$ cat config.mk
export PLATFORM = sky130hd
export DESIGN_NAME = alu_mdu_ctrl
export DESIGN_NICKNAME = d
export VERILOG_FILES = /design/src/rtl/alu_mdu_ctrl.sv
export SDC_FILE = /design/constraint.sdc
export NUM_CORES = 1
export LEC_CHECK = 0
export ABC_AREA = 1
export BUFFER_PORTS_ARGS = -buffer_cell sky130_fd_sc_hd__buf_2
export CELL_PAD_IN_SITES_DETAIL_PLACEMENT = 2
export CELL_PAD_IN_SITES_GLOBAL_PLACEMENT = 2
export CORE_ASPECT_RATIO = 1.2
export CORE_MARGIN = 3
export CORE_UTILIZATION = 33
export DETAILED_ROUTE_END_ITERATION = 10
export PLACE_DENSITY_LB_ADDON = 0.1
export SLEW_MARGIN = 20
export SYNTH_ARGS = -nofsm -noshare
export SYNTH_HDL_FRONTEND = slang
export SYNTH_SLANG_ARGS = --single-unit
$ cat constraint.sdc
create_clock -name clk_i -period 4.34 [get_ports clk_i]
set_input_delay 0.217 -clock clk_i [delete_from_list [all_inputs] [get_ports clk_i]]
set_output_delay 0.217 -clock clk_i [all_outputs]
set_load 0.1 [all_outputs]
$ cat src/rtl/alu_mdu_ctrl.sv
// alu_mdu_ctrl: ALU control decode plus a one-bit-per-cycle multiply/divide unit.
// Optional macro MDU_DIV_EN adds the restoring divider (DIV/DIVU/REM/REMU).
module alu_mdu_ctrl #(
  parameter int unsigned XLEN   = 32,
  parameter int unsigned CTRL_W = 4
) (
  input  logic              clk_i,
  input  logic              rst_i,
  input  logic [1:0]        ALUOp_i,
  input  logic [2:0]        funct3_i,
  input  logic [6:0]        funct7_i,
  input  logic              start_i,
  input  logic [XLEN-1:0]   src1_i,
  input  logic [XLEN-1:0]   src2_i,
  output logic [CTRL_W-1:0] ALU_Ctrl_o,
  output logic              stall_o,
  output logic              busy_o,
  output logic              done_o,
  output logic [XLEN-1:0]   mdu_result_o
);

  localparam int unsigned PW    = 2 * XLEN;
  localparam int unsigned CNT_W = $clog2(XLEN) + 1;

  localparam logic [3:0] OP_AND = 4'b0000;
  localparam logic [3:0] OP_OR  = 4'b0001;
  localparam logic [3:0] OP_ADD = 4'b0010;
  localparam logic [3:0] OP_XOR = 4'b0011;
  localparam logic [3:0] OP_SLL = 4'b0100;
  localparam logic [3:0] OP_SRL = 4'b0101;
  localparam logic [3:0] OP_SUB = 4'b0110;
  localparam logic [3:0] OP_SLT = 4'b0111;
  localparam logic [3:0] OP_SRA = 4'b1000;
  localparam logic [3:0] OP_MDU = 4'b1111;

  typedef enum logic [1:0] {
    IDLE = 2'd0,
    MUL  = 2'd1,
    DIV  = 2'd2,
    DONE = 2'd3
  } state_t;

  // ---------------------------------------------------------------- ALU decode
  logic [3:0] base_code;
  logic [3:0] alu_code;
  logic       is_mdu;

  assign is_mdu = (ALUOp_i == 2'b10) && (funct7_i == 7'b0000001);

  always_comb begin
    base_code = OP_ADD;
    case (funct3_i)
      3'b001:  base_code = OP_SLL;
      3'b010:  base_code = OP_SLT;
      3'b100:  base_code = OP_XOR;
      3'b101:  base_code = OP_SRL;
      3'b110:  base_code = OP_OR;
      3'b111:  base_code = OP_AND;
      default: base_code = OP_ADD;
    endcase
  end

  always_comb begin
    alu_code = OP_ADD;
    case (ALUOp_i)
      2'b00: alu_code = OP_ADD;
      2'b01: alu_code = OP_SUB;
      2'b10: begin
        if (funct7_i == 7'b0000000) begin
          alu_code = base_code;
        end else if (funct7_i == 7'b0100000) begin
          if (funct3_i == 3'b000)      alu_code = OP_SUB;
          else if (funct3_i == 3'b101) alu_code = OP_SRA;
        end else if (funct7_i == 7'b0000001) begin
          alu_code = OP_MDU;
        end
      end
      default: begin
        // Immediate forms: only the shift-right pair looks at funct7.
        alu_code = base_code;
        if ((funct3_i == 3'b101) && funct7_i[5]) alu_code = OP_SRA;
      end
    endcase
  end

  assign ALU_Ctrl_o = CTRL_W'(alu_code);

  // ------------------------------------------------------------- MDU datapath
  state_t            state_q, state_d;
  logic [CNT_W-1:0]  cnt_q, cnt_d;
  logic [1:0]        op_q, op_d;
  logic              neg_res_q, neg_res_d;
  logic [XLEN-1:0]   opb_q, opb_d;
  logic [PW-1:0]     prod_q, prod_d;
  logic [XLEN-1:0]   res_d;
  logic              busy_d, done_d;

  logic              sgn_a, sgn_b, a_neg, b_neg;
  logic [XLEN-1:0]   a_mag, b_mag;

  // Operand A is signed for MULH/MULHSU/DIV/REM, operand B for MULH/DIV/REM.
  assign sgn_a = funct3_i[2] ? ~funct3_i[0] : (funct3_i[1] ^ funct3_i[0]);
  assign sgn_b = funct3_i[2] ? ~funct3_i[0] : (funct3_i[1:0] == 2'b01);
  assign a_neg = sgn_a & src1_i[XLEN-1];
  assign b_neg = sgn_b & src2_i[XLEN-1];
  assign a_mag = a_neg ? (XLEN'(0) - src1_i) : src1_i;
  assign b_mag = b_neg ? (XLEN'(0) - src2_i) : src2_i;

  // Shift-add step: low half holds the multiplier, high half accumulates.
  logic [XLEN:0]     mul_sum;
  logic [PW-1:0]     prod_step, prod_fin;
  logic [XLEN-1:0]   mul_res;

  assign mul_sum   = {1'b0, prod_q[PW-1:XLEN]} + ({1'b0, opb_q} & {(XLEN+1){prod_q[0]}});
  assign prod_step = {mul_sum, prod_q[XLEN-1:1]};
  assign prod_fin  = neg_res_q ? (PW'(0) - prod_step) : prod_step;
  assign mul_res   = (op_q == 2'b00) ? prod_fin[XLEN-1:0] : prod_fin[PW-1:XLEN];

`ifdef MDU_DIV_EN
  logic              neg_rem_q, neg_rem_d;
  logic              dz_q, dz_d;
  logic [XLEN-1:0]   quo_q, quo_d;
  logic [XLEN-1:0]   rem_q, rem_d;
  logic [XLEN:0]     div_shift, div_trial;
  logic              div_ge;
  logic [XLEN-1:0]   quo_step, rem_step, quo_fin, rem_fin, div_res;

  // Restoring step: dividend bits stream out of quo_q into the remainder.
  assign div_shift = {rem_q, quo_q[XLEN-1]};
  assign div_trial = div_shift - {1'b0, opb_q};
  assign div_ge    = ~div_trial[XLEN];
  assign rem_step  = div_ge ? div_trial[XLEN-1:0] : div_shift[XLEN-1:0];
  assign quo_step  = {quo_q[XLEN-2:0], div_ge};
  assign quo_fin   = dz_q ? {XLEN{1'b1}} : (neg_res_q ? (XLEN'(0) - quo_step) : quo_step);
  assign rem_fin   = neg_rem_q ? (XLEN'(0) - rem_step) : rem_step;
  assign div_res   = op_q[1] ? rem_fin : quo_fin;
`endif

  // ------------------------------------------------------------------ MDU FSM
  always_comb begin
    state_d   = state_q;
    cnt_d     = cnt_q;
    op_d      = op_q;
    neg_res_d = neg_res_q;
    opb_d     = opb_q;
    prod_d    = prod_q;
    res_d     = mdu_result_o;
`ifdef MDU_DIV_EN
    neg_rem_d = neg_rem_q;
    dz_d      = dz_q;
    quo_d     = quo_q;
    rem_d     = rem_q;
`endif
    case (state_q)
      IDLE: begin
        if (start_i && is_mdu) begin
          op_d      = funct3_i[1:0];
          neg_res_d = a_neg ^ b_neg;
          opb_d     = b_mag;
          cnt_d     = '0;
          if (!funct3_i[2]) begin
            state_d = MUL;
            prod_d  = {{XLEN{1'b0}}, a_mag};
          end else begin
`ifdef MDU_DIV_EN
            state_d   = DIV;
            neg_rem_d = a_neg;
            dz_d      = (src2_i == '0);
            quo_d     = a_mag;
            rem_d     = '0;
`else
            state_d   = DONE;
            res_d     = '0;
`endif
          end
        end
      end
      MUL: begin
        prod_d = prod_step;
        cnt_d  = cnt_q + CNT_W'(1);
        if (cnt_q == CNT_W'(XLEN - 1)) begin
          state_d = DONE;
          res_d   = mul_res;
        end
      end
`ifdef MDU_DIV_EN
      DIV: begin
        quo_d = quo_step;
        rem_d = rem_step;
        cnt_d = cnt_q + CNT_W'(1);
        if (cnt_q == CNT_W'(XLEN - 1)) begin
          state_d = DONE;
          res_d   = div_res;
        end
      end
`endif
      DONE:    state_d = IDLE;
      default: state_d = IDLE;
    endcase
    busy_d = (state_d == MUL) || (state_d == DIV);
    done_d = (state_d == DONE);
  end

  assign stall_o = ((state_q == IDLE) && start_i && is_mdu) ||
                   (state_q == MUL) || (state_q == DIV);

  always_ff @(posedge clk_i or posedge rst_i) begin
    if (rst_i) begin
      state_q      <= IDLE;
      cnt_q        <= '0;
      op_q         <= '0;
      neg_res_q    <= 1'b0;
      opb_q        <= '0;
      prod_q       <= '0;
      mdu_result_o <= '0;
      busy_o       <= 1'b0;
      done_o       <= 1'b0;
`ifdef MDU_DIV_EN
      neg_rem_q    <= 1'b0;
      dz_q         <= 1'b0;
      quo_q        <= '0;
      rem_q        <= '0;
`endif
    end else begin
      state_q      <= state_d;
      cnt_q        <= cnt_d;
      op_q         <= op_d;
      neg_res_q    <= neg_res_d;
      opb_q        <= opb_d;
      prod_q       <= prod_d;
      mdu_result_o <= res_d;
      busy_o       <= busy_d;
      done_o       <= done_d;
`ifdef MDU_DIV_EN
      neg_rem_q    <= neg_rem_d;
      dz_q         <= dz_d;
      quo_q        <= quo_d;
      rem_q        <= rem_d;
`endif
    end
  end

endmodule

# == Word-level counts from Yosys, hierarchy flattened ==
# Index checks and enable logic that the tools add are counted.
# totals
out_inout_bits,39
input_bits,79
ff_bits,141
elab_cells,86
# op_classes
muxes,27
addsub,5
bitwise_logic,6
n_reduce_logical,18
n_eq_ne,21
# op_table
operator,count
two-way mux 32 bit,6
two-way mux 64 bit,3
one-hot mux 64 bit (2 select lines),1
one-hot mux 32 bit (2 select lines),1
"subtractor 1 x 32 -> 32 bit, first input constant",2
"subtractor 1 x 64 -> 64 bit, first input constant",1
adder 32 x 33 -> 33 bit,1
AND 32 x 33 -> 33 bit,1
two-way mux 4 bit,6
one-hot mux 3 bit (6 select lines),1
"equality test 3 bit, second input constant",4
one-hot mux 4 bit (3 select lines),1
one-hot mux 6 bit (2 select lines),1
"equality test 2 x 1 -> 1 bit, second input constant",4
"equality test 2 bit, second input constant",4
"inequality test 2 bit, second input constant",4
"equality test 7 x 1 -> 1 bit, second input constant",1
"equality test 7 x 6 -> 1 bit, second input constant",1
zero test 7 bit,1
"adder 6 x 1 -> 6 bit, second input constant",1
"equality test 6 x 5 -> 1 bit, second input constant",1
zero test 2 bit,3
two-way mux 2 bit,3
two-way mux 6 bit,1
other kinds (14),24

# == Longest topological paths before layout ==
# Gate-level depths: netlist of run 1.
# logic_depth
ltp_word,7
mapped_depth,26
mapped_depth_nobuf,24

# == Least setup slack after synthesis of run 1 ==
# Ideal clock, no wire load.
# synth_path
path_kind,input-to-output
from,in funct3_i[2]
to,out ALU_Ctrl_o[1]
cell_stages,6
slack_ps,1122
required_ps,4123
n_path_buf,1
arrival_time_ps,3001
cell_sequence,clkbuf_1 nand2_1 o21ai_0 nand2_1 o21ai_0 a221oi_1
# synth_between
elab_chain_len,6
word_cells_on_any_way,15
classes_between,6 x eq/ne; 7 x mux; 2 x reduce/logical
# synth_rtl
item,line_no,rtl
start: declaration,10,"input logic [2:0] funct3_i,"
equality test 3 bit,"52, 73, 81",
two-way mux 4 bit,73,else if (funct3_i == 3'b101) alu_code = OP_SRA;
two-way mux 4 bit,72,if (funct3_i == 3'b000) alu_code = OP_SUB;
two-way mux 4 bit,71,end else if (funct7_i == 7'b0100000) begin
two-way mux 4 bit,69,if (funct7_i == 7'b0000000) begin
one-hot mux 4 bit (3 select lines) *,65,case (ALUOp_i)
end: declaration,15,"output logic [CTRL_W-1:0] ALU_Ctrl_o,"
# Mark *: on every way between the ends. The rest lies on a longest branch, timed or not.

# == Worst setup path after layout of run 1 ==
# layout_path
from,reg prod_q[0]
to,reg mdu_result_o[15]
# layout_between
elab_chain_len,7
# layout_rtl
item,line_no,rtl
start: declaration,94,"logic [PW-1:0] prod_q, prod_d;"
start signal: assignment,230,prod_q <= prod_d;
AND 32 x 33 -> 33 bit *,114,"assign mul_sum = {1'b0, prod_q[PW-1:XLEN]} + ({1'b0, opb_q} & {(XLEN+1){prod_q[0]}});"
adder 32 x 33 -> 33 bit *,114,
subtractor 1 x 64 -> 64 bit,116,assign prod_fin = neg_res_q ? (PW'(0) - prod_step) : prod_step;
two-way mux 64 bit *,116,
two-way mux 32 bit *,117,assign mul_res = (op_q == 2'b00) ? prod_fin[XLEN-1:0] : prod_fin[PW-1:XLEN];
two-way mux 32 bit *,181,if (cnt_q == CNT_W'(XLEN - 1)) begin
one-hot mux 32 bit (2 select lines) *,154,case (state_q)
end signal: assignment,231,mdu_result_o <= res_d;
end: declaration,19,output logic [XLEN-1:0] mdu_result_o
# Mark *: on every way between the ends. The rest lies on a longest branch, timed or not. The select of a mux whose other input is x is not followed.
# A chain may end at the register's enable or synchronous reset.

==> impl_metrics.ini, run 1 <==
[yosys]
number_of_warnings_reported_in_the_yosys_synthesis_log = 0
synthCells = 1965
ys_seq_area_frac = 0.287
flip_flop_cell_with_the_highest_count_after_synthesis = sky130_fd_sc_hd__dfrtp_1
total_nets_after_synthesis = 2085
synth_edf_count = 0
netlist-cell-type-count = 53
total_standard_cell_area_after_synthesis_um2 = 12300
synthArstFlopShare = 1.00
synth_seq_cells = 141
synth_area_per_cell_um2 = 6.26

[global_route]
first_global_vias = 14800
grt-ovfl-total = 0
groute.usage.overall = 0.263
grt_max_degree = 69
wire_length_of_the_first_global_routing_pass_mm = 81.9
grt_antenna_before_repair = 1

[cells_and_area]
mostFrequentLayoutCells = 633 x sky130_fd_sc_hd__nand2_1, 276 x sky130_fd_sc_hd__inv_1, 173 x sky130_fd_sc_hd__nor2_1, 158 x sky130_fd_sc_hd__nand3_1, 140 x sky130_fd_sc_hd__dfrtp_1
filler_cell_count = 4593
mostFrequentLayoutCell = sky130_fd_sc_hd__nand2_1
fin_util = 0.384
finalInstanceArea_um2 = 13900
finalNetCount = 2182
final-instance-count-excl-fill = 2544
syn2layout_area_growth_pct = 13.3
drive_gt1_frac = 0.130

[critical_path]
endpoint_kind = flip-flop
worst_ep_arrival_time_ns = 4.19
path_max_fanout = 32
worstSetupStartpointType = flip-flop
worstPathRequired_ns = 4.67
critical_path_class = flip-flop to flip-flop

[flow_run]
cap_viol_max_count = 0

[sta]
hold_slack_ns = 0.0344
finClkSkew_ns = 0.0111
layout_min_cycle_time_ns = 3.86
timing_hold_violations_final = 0
fin_ws_ns = 0.479
report.final.setup_viol = 0
grt_setup_unrepaired = false
totalNegativeSetupSlack_ns = 0
final.period_utilization = 0.890
slew_viol_final = 0
worst_slew_pin_tran_ns = 1.02
worst_slew_margin_rel = 0.316
fmaxAchievable_ghz = 0.259

[die]
initial_utilization = 0.339
floorplan.die.width_um = 182
fp.dieH_um = 218
core_area_um2 = 36300
io_pins = 118
fp-row-count = 76
floorplan.die_area_um2 = 39700

[power_and_ir_drop]
power_per_cell_area_nw_per_um2 = 494
report.power.total_mw = 6.89
irDropWorstVdd_uv = 330
leakage_nw = 7.26

[clock_tree]
cts-buffers-inserted = 17
htree_num_levels = 4
cts.reportedPaths.clkPinSlew_ns = 0.06
post-cts-setup-buffer-count = 0
clock_insertion_delay_worst_skew_ns = 0.46
cts.path.max_buffers = 2
clock-sinks = 141
root_buffer = sky130_fd_sc_hd__clkbuf_16
tritoncts = yes
ctsResizeCount = 0

[detailed_routing]
detail_route.iter0.violations = 559
routed-via-count = 13400
vias_per_cell = 5.25
detail_route.drc_violations = 0
post_route_antenna_net_violation_count = 0
wire_per_inst_um = 20.3
drt_wl_total_mm = 51.5
drt_first_pass_iters = 4

[worst_hold_path]
worst_hold_path_type = input pin to flip-flop

[placed_design]
dpl.cell_count = 2510
dpl_cell_area_um2 = 13300
post-dp-hpwl_mm = 41.4
dp_worst_setup_slack_ns = 0.460
finalWeightedCongestion = 0.877
port_buffers = 117

[outcome]
run_status = completed
[sequential cells by signal, indices dropped and copies added (netlist names)]
signal,flops
opb_q,32
busy_o,1
cnt_q,6
op_q,2
mdu_result_o,32
prod_q,64
neg_res_q,1
state_q,2
done_o,1
[cells in the mapped netlist (5+ instances only)]
cell type	number	area (µm²)
sky130_fd_sc_hd__nand2_2	36	225
sky130_fd_sc_hd__inv_2	10	37.5
sky130_fd_sc_hd__clkbuf_1	38	143
sky130_fd_sc_hd__o21ai_1	6	30.0
sky130_fd_sc_hd__a31oi_1	16	100
sky130_fd_sc_hd__o21ai_0	122	611
sky130_fd_sc_hd__nor3_1	23	115
sky130_fd_sc_hd__ha_1	40	500
sky130_fd_sc_hd__inv_1	279	1050
sky130_fd_sc_hd__o221ai_1	30	263
sky130_fd_sc_hd__clkbuf_8	6	82.6
sky130_fd_sc_hd__nand3_2	11	110
sky130_fd_sc_hd__xnor2_1	10	87.6
sky130_fd_sc_hd__xor2_1	37	324
sky130_fd_sc_hd__nor2_4	8	90.1
sky130_fd_sc_hd__nand4_1	18	113
sky130_fd_sc_hd__o31ai_1	5	37.5
sky130_fd_sc_hd__nand3_1	158	791
sky130_fd_sc_hd__o21bai_1	5	37.5
sky130_fd_sc_hd__nand2_1	634	2380
sky130_fd_sc_hd__nand3b_1	9	67.6
sky130_fd_sc_hd__nor2_2	17	106
sky130_fd_sc_hd__or2_2	9	56.3
sky130_fd_sc_hd__nor2_1	175	657
sky130_fd_sc_hd__nor4_1	5	31.3
sky130_fd_sc_hd__dfrtp_1	141	3530
sky130_fd_sc_hd__and2_1	5	31.3
sky130_fd_sc_hd__a21oi_1	58	290
sky130_fd_sc_hd__buf_1	6	22.5
[area by class of cell]
type | instances | area (µm²) | area share
diodes | 1 | 2.50 | 0.000179
repair buffers | 133 | 708 | 0.0508
clock buffers | 21 | 460 | 0.0330
flip-flops and latches | 141 | 3530 | 0.253
inverters | 293 | 1100 | 0.0792
multi-input cells | 1476 | 7420 | 0.532
well taps | 468 | 586 | 0.0420
clock inverters | 11 | 133 | 0.00951
[final timing paths]
kind | slack [ns] | endpoint | cells past startpoint | startpoint
worst max-delay path | 0.48 | mdu_result_o[15] | 20 | prod_q[0]
worst max register to register | 0.48 | mdu_result_o[15] | 20 | prod_q[0]
max in group asynchronous | 2.92 | mdu_result_o[29] | 4 | rst_i
min in group asynchronous | 0.37 | neg_res_q | 3 | rst_i
worst min register to register | 0.48 | opb_q[30] | 2 | opb_q[30]
worst min-delay path | 0.03 | prod_q[29] | 3 | src1_i[29]
[power breakdown]
group	internal [mW]	switching, mW	total [mW]
combinational	0.920	2.37	3.29
sequential	1.68	0.363	2.05
clock	0.883	0.667	1.55
[layer usage]
layer  wire length (µm)  vias up  global-route usage
li1                   -     6486                   -
met1              21200     6663               0.297
met2              27700      148               0.504
met3                965       66              0.0299
met4               1690        0              0.0968
met5                  0        -                   0
[logic make-up (layout without fill, tap and decap cells)]
group                    Yosys count  after routing  share of synthesized area
XOR/XNOR                          47             47                     0.0334
buffers and inverters            348            458                      0.112
AND/OR/NAND/NOR                 1119           1119                      0.395
adder cells (fa/ha/maj)           41             41                     0.0423
other                              0              1                          0
flip-flops                       141            141                      0.287
AO/OA/AOI/OAI                    269            269                      0.130
[critical path: stages (launching register included)]
cell                      delay (ns)
sky130_fd_sc_hd__dfrtp_1        0.40
sky130_fd_sc_hd__buf_4          0.25
sky130_fd_sc_hd__nand2_1        0.11
sky130_fd_sc_hd__inv_1          0.06
sky130_fd_sc_hd__ha_1           0.24
sky130_fd_sc_hd__fa_1           0.46
sky130_fd_sc_hd__nand2_1        0.13
sky130_fd_sc_hd__nand3_1        0.08
sky130_fd_sc_hd__nand3_1        0.10
sky130_fd_sc_hd__nand2_1        0.19
sky130_fd_sc_hd__nand2_1        0.12
sky130_fd_sc_hd__nand2_1        0.14
sky130_fd_sc_hd__nor2_1         0.21
sky130_fd_sc_hd__nand2_1        0.08
sky130_fd_sc_hd__nor2_1         0.18
sky130_fd_sc_hd__nand2_2        0.12
sky130_fd_sc_hd__nor2_4         0.16
sky130_fd_sc_hd__nor2_1         0.07
sky130_fd_sc_hd__xnor2_1        0.22
sky130_fd_sc_hd__o21ai_0        0.33
sky130_fd_sc_hd__nand2_1        0.09
[what timing repair did]
action                                  CTS  global route
hold endpoints to repair                 60             0
endpoints found under the setup margin    0             0
hold buffers                              1             0
No activity file was read; power rests on OpenSTA's default activity.
==> inputs of run 2 (changes only) <==
- ABC_AREA: 1 -> default
- CORE_UTILIZATION: 33 -> 36
==> impl_metrics.ini, run 2 <==
[detailed_routing]
drt_first_pass_iters = 6
routed-via-count = 10900
vias_per_cell = 5.88
drt_wl_total_mm = 45.2
wire_per_inst_um = 24.3
detail_route.drc_violations = 0
post_route_antenna_net_violation_count = 0
detail_route.iter0.violations = 614

[critical_path]
worstSetupStartpointType = flip-flop
worst_ep_arrival_time_ns = 4.99
worst_setup_path_endpoint = mdu_result_o[25]
cpLargestDelayFamily = simple AND/OR/NAND/NOR gates
cpPeakStageDelay_ns = 0.57
regToRegEndpoint = mdu_result_o[25]
reg_to_reg_start = prod_q[0]
cell_seen_most_often_among_critical_path_stages = sky130_fd_sc_hd__buf_4
worstPathRequired_ns = 4.71
path_buf_inv = 3
worstPathCellList = and2_4 -> ha_4 -> fa_2 -> a21o_1 -> a221o_2 -> buf_12 -> o21ai_4 -> o2111ai_4 -> or4_4 -> or4b_4 -> buf_4 -> nor3_4 -> buf_4 -> a41o_1 -> xor2_1 -> nor2_1 -> o21ai_1
endpoint_kind = flip-flop
critical_path_class = flip-flop to flip-flop
reg2reg_slack_ns = -0.29
critical_path.startpoint = prod_q[0]
worst_r2r_path_depth = 17
critical-path-slowest-cell = sky130_fd_sc_hd__or4b_4
path_max_fanout = 5
critical_path_depth = 17

[clock_tree]
clock-sinks = 141
htree_num_levels = 4
cts-buffers-inserted = 17
clock_insertion_delay_worst_skew_ns = 0.45
cts.path.max_buffers = 2
cts.reportedPaths.clkPinSlew_ns = 0.07
root_buffer = sky130_fd_sc_hd__clkbuf_16
tritoncts = yes

[yosys]
flip_flop_cell_with_the_highest_count_after_synthesis = sky130_fd_sc_hd__dfrtp_1
synth_seq_cells = 141
post-synth-top-area-cell = sky130_fd_sc_hd__dfrtp_1
synth_edf_count = 0
total_standard_cell_area_after_synthesis_um2 = 10600
netlist-cell-type-count = 75
synthCells = 1267
portion_of_synthesized_cell_area_occupied_by_the_leading_cell_type = 0.332
ys_seq_area_frac = 0.332
most_used_standard_cell_by_instance_count_after_synthesis = sky130_fd_sc_hd__nand2_1
total_nets_after_synthesis = 1387
ys_top_cells_by_area = sky130_fd_sc_hd__dfrtp_1 33%, sky130_fd_sc_hd__o21ai_0 6.7%, sky130_fd_sc_hd__xor2_1 6.4%
yosys-top-cells-count = 162 x sky130_fd_sc_hd__nand2_1, 143 x sky130_fd_sc_hd__o21ai_0, 141 x sky130_fd_sc_hd__dfrtp_1, 78 x sky130_fd_sc_hd__xor2_1, 74 x sky130_fd_sc_hd__nor2_1
number_of_warnings_reported_in_the_yosys_synthesis_log = 0
synthArstFlopShare = 1.00
synth_area_per_cell_um2 = 8.38

[global_route]
grtUsageMet2 = 0.504
first_global_vias = 11900
wire_length_of_the_first_global_routing_pass_mm = 68.5
grt_antenna_before_repair = 0
groute.usage.overall = 0.275
grt-ovfl-total = 0
grt_max_degree = 69
grt_use_met1 = 0.326
gr-usage-met3 = 0.0293
grt.busiest_layer = met2

[cells_and_area]
syn2layout_area_growth_pct = 26.4
filler_cell_count = 3267
multi_input_comb_area_um2 = 7080
fin_util = 0.464
largest_regs = prod_q (64), mdu_result_o (32), opb_q (32)
largest_reg_flops = 64
final-instance-count-excl-fill = 1860
antenna_cells = 0
mostFrequentLayoutCells = 158 x sky130_fd_sc_hd__nand2_1, 141 x sky130_fd_sc_hd__dfrtp_1, 139 x sky130_fd_sc_hd__o21ai_0, 125 x sky130_fd_sc_hd__buf_4, 117 x sky130_fd_sc_hd__buf_2
ff_latch_area_um2 = 3530
mostFrequentLayoutCell = sky130_fd_sc_hd__nand2_1
finalNetCount = 1582
finalInstanceArea_um2 = 13400
top_register = prod_q
drive_gt1_frac = 0.243

[power_and_ir_drop]
irDropWorstVdd_uv = 366
power_per_cell_area_nw_per_um2 = 502
leakage_nw = 6.23
report.power.total_mw = 6.73

[placed_design]
dpl.cell_count = 1807
post-dp-hpwl_mm = 31.1
dpl_cell_area_um2 = 12300
dp_worst_setup_slack_ns = -0.194
finalWeightedCongestion = 0.861
port_buffers = 117

[worst_hold_path]
worst_hold_path_type = input pin to flip-flop

[sta]
timing_hold_violations_final = 0
totalNegativeSetupSlack_ns = -2.68
slew_viol_final = 0
layout_min_cycle_time_ns = 4.63
worst_slew_margin_rel = 0.378
worst_slew_pin_tran_ns = 0.926
fin_ws_ns = -0.286
hold_slack_ns = 0.0515
report.final.setup_viol = 16
grt_setup_unrepaired = true
final.period_utilization = 1.07
fmaxAchievable_ghz = 0.216
finClkSkew_ns = 0.0144

[outcome]
failed_checks = setup timing
run_status = finished with violations

[die]
io_pins = 118
fp-row-count = 68
fp.dieH_um = 194
core_area_um2 = 28900
initial_utilization = 0.367
floorplan.die_area_um2 = 31600
floorplan.die.width_um = 163

[flow_run]
cap_viol_max_count = 0
==> run 2: where the power goes <==
group          internal (mW)  switching (mW)
Sequential              1.54           0.245
Clock                  0.907           0.658
Combinational           1.16            2.22
Total                   3.61            3.12
==> run 2: worst min-delay path by stage <==
stage / cells after the start / endpoint / slack (ns) / startpoint
after floorplan: 2 / prod_q[31] / 0.35 / src1_i[31]
after global placement: 2 / opb_q[16] / 0.36 / rst_i
after detailed placement: 2 / opb_q[16] / 0.37 / rst_i
after CTS: 3 / opb_q[31] / 0.05 / src2_i[31]
after global routing: 3 / opb_q[31] / 0.05 / src2_i[31]
final: 3 / opb_q[31] / 0.05 / src2_i[31]
==> run 2: worst min-delay path: cells and delay by family <==
kind	cells	cell delay, ns
simple gates	2	0.14
buf+inv	1	0.10
==> run 2: logic make-up after synthesis <==
logic type | count (synthesis) | synth area share
multiplexers | 6 | 0.00695
AND/OR/NAND/NOR | 416 | 0.195
XOR/XNOR | 144 | 0.119
buffers and inverters | 102 | 0.0363
AO/OA/AOI/OAI | 417 | 0.262
flip-flops | 141 | 0.332
adder cells (fa/ha/maj) | 41 | 0.0490
==> run 2: what timing repair did <==
action                                  4_1_cts  5_1_grt
buffers inserted                             11        9
hold endpoints to repair                     66        0
hold buffers                                  1        0
endpoints found under the setup margin       14       15
resized for setup                            30       30
pin swaps                                    21       21
==> run 2: final cells by class <==
type	instances	area share
flip-flops and latches	141	0.263
clock inverters	13	0.0123
clock buffers	19	0.0323
repair buffers	249	0.121
well taps	385	0.0359
inverters	29	0.00848
multi-input cells	1024	0.528
==> run 2: metal layers <==
metal,part of all wire,wire length [µm]
met4,0.036,1620
met5,0,0
met2,0.53,24000
met3,0.026,1190
met1,0.41,18400
==> inputs of run 3 (changes only) <==
- CORE_UTILIZATION: 36 -> 37
- CTS_BUF_LIST: default -> sky130_fd_sc_hd__clkbuf_8
- SKIP_CTS_REPAIR_TIMING: default -> 1
==> impl_metrics.ini, run 3 (synthesis gave the netlist of run 2 again) <==
[cells_and_area]
mostFrequentLayoutCell = sky130_fd_sc_hd__nand2_1
syn2layout_area_growth_pct = 23.0
mostFrequentLayoutCells = 161 x sky130_fd_sc_hd__nand2_1, 141 x sky130_fd_sc_hd__dfrtp_1, 136 x sky130_fd_sc_hd__o21ai_0, 118 x sky130_fd_sc_hd__buf_4, 117 x sky130_fd_sc_hd__buf_2
finalNetCount = 1575
finalInstanceArea_um2 = 13100
largest_reg_flops = 64
filler_cell_count = 3177
final-instance-count-excl-fill = 1848
top_register = prod_q
ff_latch_area_um2 = 3530
multi_input_comb_area_um2 = 7000
drive_gt1_frac = 0.238
largest_regs = prod_q (64), mdu_result_o (32), opb_q (32)

[detailed_routing]
vias_per_cell = 5.85
post_route_antenna_net_violation_count = 0
wire_per_inst_um = 23.5
detail_route.iter0.violations = 598
routed-via-count = 10800
detail_route.drc_violations = 0
drt_wl_total_mm = 43.4
drt_first_pass_iters = 5

[placed_design]
port_buffers = 117
dp_worst_setup_slack_ns = -0.278
finalWeightedCongestion = 0.862
post-dp-hpwl_mm = 30.9
dpl.cell_count = 1798
dpl_cell_area_um2 = 12300

[critical_path]
path_max_fanout = 6
endpoint_kind = flip-flop
worst_ep_arrival_time_ns = 5.02
worstSetupStartpointType = flip-flop
worstPathRequired_ns = 4.72
critical_path_class = flip-flop to flip-flop

[global_route]
grt-ovfl-total = 0
grt_antenna_before_repair = 0
wire_length_of_the_first_global_routing_pass_mm = 64.5
first_global_vias = 11500
groute.usage.overall = 0.264
grt_max_degree = 93

[die]
floorplan.die.width_um = 161
initial_utilization = 0.378
io_pins = 118
core_area_um2 = 28100
floorplan.die_area_um2 = 30800
fp-row-count = 67
fp.dieH_um = 192

[flow_run]
cap_viol_max_count = 0

[sta]
fin_ws_ns = -0.294
finClkSkew_ns = 0.0172
timing_hold_violations_final = 0
report.final.setup_viol = 16
worst_slew_pin_tran_ns = 1.10
slew_viol_final = 0
fmaxAchievable_ghz = 0.216
layout_min_cycle_time_ns = 4.63
worst_slew_margin_rel = 0.264
grt_setup_unrepaired = true
final.period_utilization = 1.07

[clock_tree]
clock_insertion_delay_worst_skew_ns = 0.49
clock-sinks = 141
cts.reportedPaths.clkPinSlew_ns = 0.09
htree_num_levels = 4
cts-buffers-inserted = 17
tritoncts = yes
root_buffer = sky130_fd_sc_hd__clkbuf_8
cts.path.max_buffers = 2

[outcome]
failed_checks = setup timing
run_status = finished with violations

[worst_hold_path]
worst_hold_path_type = input pin to flip-flop

[power_and_ir_drop]
leakage_nw = 6.10
power_per_cell_area_nw_per_um2 = 468
irDropWorstVdd_uv = 409
[run 3: cell types whose count changed in the layout (fill, tap and decap cells not counted), moves of 4 or more]
cell	change
sky130_fd_sc_hd__o31ai_4	-4
sky130_fd_sc_hd__o21ai_1	+4
sky130_fd_sc_hd__clkbuf_8	+20
sky130_fd_sc_hd__clkbuf_16	-17
sky130_fd_sc_hd__buf_4	-7
[run 3: final timing paths]
| path | from | endpoint | slack [ns] | cells past startpoint |
|---|---|---|---|---|
| worst max register to register | prod_q[0] | mdu_result_o[19] | -0.29 | 15 |
| worst min-delay path | src1_i[10] | prod_q[10] | 0.04 | 3 |
| worst max-delay path | prod_q[0] | mdu_result_o[19] | -0.29 | 15 |
| min in group asynchronous | rst_i | opb_q[20] | 0.46 | 3 |
| worst min register to register | opb_q[31] | opb_q[31] | 0.48 | 2 |
| max in group asynchronous | rst_i | mdu_result_o[10] | 2.83 | 4 |
[run 3: layout make-up]
cell class	count	area share
multi-input combinational	1024	0.536
sequential	141	0.270
timing repair buffer	242	0.118
tap	379	0.0363
clock buffer	20	0.0211
clock inverter	12	0.00919
inverter	29	0.00871
antenna	1	0.000192
[run 3: critical path, cell delays in order (launching register included)]
cell                        delay [ns]
sky130_fd_sc_hd__dfrtp_1          0.45
sky130_fd_sc_hd__buf_6            0.16
sky130_fd_sc_hd__and2_4           0.17
sky130_fd_sc_hd__fa_2             0.39
sky130_fd_sc_hd__a21o_1           0.22
sky130_fd_sc_hd__a221o_2          0.45
sky130_fd_sc_hd__xnor2_2          0.21
sky130_fd_sc_hd__o2111ai_2        0.21
sky130_fd_sc_hd__or4_4            0.58
sky130_fd_sc_hd__or4b_4           0.53
sky130_fd_sc_hd__or3_4            0.42
sky130_fd_sc_hd__buf_6            0.14
sky130_fd_sc_hd__o21ai_4          0.14
sky130_fd_sc_hd__xor2_1           0.18
sky130_fd_sc_hd__a21oi_1          0.10
sky130_fd_sc_hd__a21o_1           0.17
[run 3: through the flow]
step	TNS, ns	hold slack [ns]	util	power, mW
after floorplan	-0.0510	0.348	-	3.77
after detailed placement	-1.41	0.457	0.437	4.76
after global routing	-5.20	0.0200	0.465	6.45
after global placement	-0.0893	0.447	0.437	4.65
after CTS	-2.82	-0.0382	0.451	5.92
final	-2.80	0.0390	0.465	6.11
[run 3: where the power goes]
group	switching [mW]	total (mW)	internal, mW
clock network	0.566	1.12	0.551
registers	0.245	1.78	1.54
logic	2.12	3.21	1.10
total	2.93	6.11	3.19
[run 3: routing by layer]
layer,vias up,GRT usage,part of all wire
li1,4987,-,-
met1,5554,0.326,0.42
met2,206,0.486,0.53
met3,61,0.0270,0.027
met4,0,0.0778,0.028
met5,-,0,0
